<file path="config.mk">
export PLATFORM = sky130hd
export DESIGN_NAME = prog_mem
export DESIGN_NICKNAME = d
export VERILOG_FILES = /design/src/rtl/prog_mem.sv
export SDC_FILE = /design/constraint.sdc
export NUM_CORES = 1
export LEC_CHECK = 0
export CORE_ASPECT_RATIO = 0.5
export CORE_MARGIN = 5
export CORE_UTILIZATION = 57
export CTS_CLUSTER_DIAMETER = 120
export DETAILED_ROUTE_END_ITERATION = 10
export PLACE_DENSITY = 0.87
export SLEW_MARGIN = 15
export SYNTH_ARGS = -nofsm -noshare
export SYNTH_HDL_FRONTEND = slang
export SYNTH_SLANG_ARGS = --single-unit
</file>
<file path="constraint.sdc">
create_clock -name clk -period 2.8 [get_ports clk]
set_input_delay 0.56 -clock clk [delete_from_list [all_inputs] [get_ports clk]]
set_output_delay 0.56 -clock clk [all_outputs]
set_load 0.05 [all_outputs]
</file>
<file path="src/rtl/prog_mem.sv">
`default_nettype none
// ============================================================================
// Module   : prog_mem
// Purpose  : Program memory responder for the 4-bit microprocessor. A
//            2^AW x DW register store is filled through a ready/valid loader
//            port, then answers program-counter fetches on the DM bus.
//            RUN_o gates processor execution (processor reset = ~RUN_o).
// Ports    : clk    - rising-edge clock
//            rst_i  - synchronous active-low reset
//            LD_i   - start / restart a program load
//            WV_i   - loader write-valid
//            WD_i   - loader write data (DW)
//            END_i  - loader end-of-program
//            WR_o   - loader write-ready
//            PC_i   - fetch address from processor PC (AW)
//            DM_o   - fetched word (DW), NOP when not running / out of range
//            RUN_o  - program valid, processor may execute
//            CNT_o  - number of words loaded, 0..2^AW (AW+1)
//            ERR_o  - sticky out-of-range fetch flag
// Revision : 1.0 - initial release
// ============================================================================
module prog_mem #(
  parameter int              AW  = 4,
  parameter int              DW  = 4,
  parameter logic [DW-1:0]   NOP = '0
) (
  input  logic          clk,
  input  logic          rst_i,
  input  logic          LD_i,
  input  logic          WV_i,
  input  logic [DW-1:0] WD_i,
  input  logic          END_i,
  output logic          WR_o,
  input  logic [AW-1:0] PC_i,
  output logic [DW-1:0] DM_o,
  output logic          RUN_o,
  output logic [AW:0]   CNT_o,
  output logic          ERR_o
);

  localparam int DEPTH = 1 << AW;

  localparam logic [1:0] IDLE = 2'd0;
  localparam logic [1:0] LOAD = 2'd1;
  localparam logic [1:0] RUN  = 2'd2;

  localparam logic [AW:0] CNT_ONE  = (AW+1)'(1);
  localparam logic [AW:0] CNT_LAST = (AW+1)'(DEPTH - 1);

  logic [1:0]    state_q, state_d;
  logic [AW:0]   cnt_q,   cnt_d;
  logic          err_q,   err_d;
  logic [DW-1:0] dm_q,    dm_d;
  logic          wr_q;
  logic          run_q;
  logic          we;

  // Contents survive reset on purpose; cnt_q masks stale words.
  logic [DW-1:0] mem_q [DEPTH];

  // The write address always equals the running count during a load, so the
  // low AW bits of cnt_q serve as the write pointer. It never wraps because
  // the last slot forces the exit to RUN.
  logic [AW-1:0] wa;
  assign wa = cnt_q[AW-1:0];

  always_comb begin
    state_d = state_q;
    cnt_d   = cnt_q;
    err_d   = err_q;
    dm_d    = NOP;
    we      = 1'b0;
    case (state_q)
      IDLE: begin
        if (LD_i) begin
          state_d = LOAD;
          cnt_d   = '0;
          err_d   = 1'b0;
        end
      end
      LOAD: begin
        if (WV_i && wr_q) begin
          we    = 1'b1;
          cnt_d = cnt_q + CNT_ONE;
        end
        // Filling the final slot ends the load regardless of END_i.
        if (we && (cnt_q == CNT_LAST)) begin
          state_d = RUN;
        end else if (END_i) begin
          // cnt_d already includes a write accepted in this same cycle.
          state_d = (cnt_d != '0) ? RUN : IDLE;
        end
      end
      RUN: begin
        if (LD_i) begin
          state_d = LOAD;
          cnt_d   = '0;
          err_d   = 1'b0;
        end else if ({1'b0, PC_i} < cnt_q) begin
          dm_d = mem_q[PC_i];
        end else begin
          err_d = 1'b1;
        end
      end
      default: begin
        state_d = IDLE;
      end
    endcase
  end

  always_ff @(posedge clk) begin
    if (!rst_i) begin
      state_q <= IDLE;
      cnt_q   <= '0;
      err_q   <= 1'b0;
      dm_q    <= NOP;
      wr_q    <= 1'b0;
      run_q   <= 1'b0;
    end else begin
      state_q <= state_d;
      cnt_q   <= cnt_d;
      err_q   <= err_d;
      dm_q    <= dm_d;
      // Flag registers mirror the next state so they line up with state_q.
      wr_q    <= (state_d == LOAD);
      run_q   <= (state_d == RUN);
    end
  end

  // Reset must also block a write that coincides with it.
  always_ff @(posedge clk) begin
    if (rst_i && we) begin
      mem_q[wa] <= WD_i;
    end
  end

  assign WR_o  = wr_q;
  assign RUN_o = run_q;
  assign DM_o  = dm_q;
  assign CNT_o = cnt_q;
  assign ERR_o = err_q;

endmodule
`default_nettype wire

</file>
==> summary.json <==
{
  "synth": {
    "ys_warn_count": 0,
    "synthFlopType": "edfxtp_1",
    "netlist_area_pre_place_mm2": 0.003342,
    "syn_avg_cell_area_um2": 15.99,
    "async_flop_share_pct": 0,
    "netlist_instances": 209,
    "synth_nets": 230,
    "ys_seq_area_share_pct": 65.89,
    "synth_enable_flop_cells": 64,
    "synth-seq-cells": 78,
    "post_synth_num_cell_types": 40
  },
  "routing": {
    "drt.antenna.violating_nets": 0,
    "routed_via_density": 6.543,
    "wire_per_inst_um": 23.76,
    "detail_route.first_pass.iterations": 6,
    "drcViolationCount": 0,
    "drt-total-wl_mm": 7.652,
    "via_count": 2107,
    "detailedRoute.firstIterationViolations": 277
  },
  "final_layout": {
    "finish.net_count": 265,
    "syn2layout_area_growth_pct": 19.13,
    "antenna_cells": 0,
    "layout-drive-gt1-share_pct": 11.24,
    "post_layout_util_pct": 71.27,
    "layoutNonFillerInstCount": 322
  },
  "floorplanning": {
    "area_of_the_die_mm2": 0.007587,
    "core_area_mm2": 0.005587,
    "die_height_um": 64.15,
    "pin_count": 25,
    "floorplan.initialDensity_pct": 59.82,
    "num_rows": 19,
    "die_width_um": 118.3
  },
  "critical_path": {
    "critical_path.cell_chain": "clkdlybuf4s50_1",
    "path_buf_inv": 1,
    "timing.critical_path.fanout_max": 12,
    "critPathCaptureType": "primary output",
    "cp_slowest_cell": "clkdlybuf4s50_1",
    "critical_path.top_delay_family": "buffers and inverters",
    "path_class": "reg -> out",
    "required_ns": 2.24,
    "critPathMaxStageDelay_ns": 0.90,
    "crit_path_start_kind": "flip-flop",
    "worstPathArrival_ns": 1.83
  },
  "global_routing": {
    "grt_pass1_vias": 2079,
    "first_pass_grt_wire_length_mm": 12.10,
    "maximum_number_of_pins_on_one_net_before_global_route_repair": 17,
    "grt_remaining_overflow": 0,
    "antenna_found_initial": 0,
    "grtUsageTotal_pct": 21.25
  },
  "timing": {
    "least_margin_pin_slew_ns": 0.6320,
    "max-slew-margin-rel_pct": 57.73,
    "timing.final.crit_period_ns": 2.387,
    "post-route-period-util_pct": 85.24,
    "final-hold-violation-count": 0,
    "slew_violations": 0,
    "timing.setup.tns_ns": 0,
    "rsz0062_at_grt": "false",
    "timing.fmax_mhz": 419.0,
    "fin_worst_skew_ns": 0.006166,
    "finalSetupViolCount": 0
  },
  "clock_network": {
    "cts_buffer_depth": 2,
    "cts-buffers-inserted": 9,
    "clk_pin_slew_worst_paths_ns": 0.05,
    "cts_sinks": 78,
    "clock_insertion_delay_worst_skew_ns": 0.33,
    "cts.repair.resized": 0,
    "htree_num_levels": 3,
    "hold_buffers": 0,
    "tritoncts_clock_tree": "yes",
    "root_buffer_cell": "clkbuf_16",
    "post-cts-setup-buffer-count": 0
  },
  "placed_design": {
    "io_buffer_count": 24,
    "place_hpwl_mm": 4.709,
    "placed_cells_incl_taps": 306,
    "place_congestion": 0.9672
  },
  "power_and_ir_drop": {
    "maximum_ir_drop_on_the_vdd_rail_mv": 0.3624,
    "power-per-cell-area_mw_per_mm2": 642.6,
    "cellLeakagePower_nw": 1.352
  },
  "worst_hold_path": {
    "worstHoldPathType": "reg -> reg"
  },
  "flow_run": {
    "max_cap_viol_count": 0
  },
  "run_status": {
    "status": "completed"
  }
}
-- cell families (layout without fill, tap and decap cells) --
| kind of cell | after synthesis | after routing | share of synthesized area, % |
|---|---|---|---|
| DFF | 78 | 78 | 65.89 |
| and+or+nand+nor | 56 | 56 | 8.274 |
| AOI/OAI and AO/OA | 31 | 31 | 6.552 |
| muxes | 20 | 20 | 13.33 |
| buffers and inverters | 15 | 55 | 2.695 |
| adders and majority gates | 8 | 8 | 2.995 |
| xor gates and xnor gates | 1 | 1 | 0.2621 |
-- synthesized netlist by cell type (all sizes together) (2+ instances only) --
master | number | area (um2)
edfxtp | 64 | 1922
mux4 | 16 | 405.4
nor2 | 15 | 56.30
dfxtp | 14 | 280.3
nand2 | 13 | 48.80
a211oi | 9 | 77.57
ha | 8 | 100.1
o21ai | 7 | 35.03
inv | 6 | 22.52
nor2b | 6 | 37.54
buf | 5 | 51.29
nor3 | 5 | 25.02
a21oi | 4 | 20.02
clkbuf | 4 | 16.26
mux2i | 4 | 40.04
nand3 | 4 | 20.02
a21boi | 3 | 22.52
and3 | 3 | 18.77
nand2b | 3 | 18.77
a31oi | 2 | 12.51
and2 | 2 | 12.52
nand4 | 2 | 12.51
-- cell usage in the layout (no fill, tap or decap), types with 4 or more instances in the layout --
master | netlist | layout
nor2b_1 | 6 | 6
mux4_2 | 4 | 4
buf_4 | 0 | 9
clkbuf_16 | 0 | 11
nand2_1 | 13 | 13
mux4_1 | 12 | 12
o21ai_0 | 6 | 6
nor3_1 | 5 | 5
clkdlybuf4s50_1 | 0 | 24
mux2i_1 | 4 | 4
dfxtp_1 | 14 | 14
nor2_1 | 15 | 15
inv_1 | 6 | 6
a211oi_1 | 7 | 7
a21oi_1 | 4 | 4
ha_1 | 8 | 8
nand3_1 | 4 | 4
edfxtp_1 | 64 | 64
-- per-stage QoR --
step                      hold WS (ns)  worst slack [ns]  cell area, um2  total power, mW
after floorplan                 0.5341            0.8279            3342            1.360
after global placement          0.5069            0.2012            3674            1.406
after detailed placement        0.5030           0.06131            3674            1.412
after CTS                       0.5199            0.3972            3981            2.555
after global routing            0.5269            0.3122            3981            2.628
final                           0.5152            0.4132            3981            2.559
-- power breakdown --
part	switching, mW	total, mW	internal [mW]
combinational	0.0710	0.130	0.0588
clock	0.433	1.17	0.734
sequential	0.00473	1.26	1.26
total	0.509	2.56	2.05
-- state kept, by name, indices dropped and copies added (netlist names) --
register	cells
mem_q	64
state_q	2
ERR_o	1
CNT_o	5
RUN_o	1
WR_o	1
DM_o	4
-- final timing paths --
path,startpoint,endpoint,slack (ns),cells past startpoint
max,CNT_o[2]$_SDFFE_PN0P_,CNT_o[2],0.41,1
min,ERR_o$_SDFFE_PN0P_,ERR_o$_SDFFE_PN0P_,0.52,1
max reg2reg,state_q[0]$_SDFF_PN0_,mem_q[2][2]$_DFFE_PP_,0.72,4
min reg2reg,ERR_o$_SDFFE_PN0P_,ERR_o$_SDFFE_PN0P_,0.52,1
-- final cells by class --
cell class                 instances  area [um2]
clock inverter                     1       7.507
tap                               73       91.34
inverter                           6       22.52
clock buffer                      15       300.3
fill                             307        1605
multi-input combinational        116        1050
sequential                        78        2202
timing repair buffer              33       307.8
-- worst reg2reg max path, cell delays in order, from the launching register on --
cell	delay (ns)
dfxtp_1	0.45
nor2b_1	0.30
and3_1	0.29
nand2_1	0.19
nor3_1	0.49
-- per-layer routing --
metal | GRT usage, % | share of wire (%)
met3 | 5.815 | 10
met5 | 0 | 0
met2 | 33.82 | 47
met1 | 29.34 | 41
met4 | 5.866 | 1.9
Power figures use the tool's default switching activity.
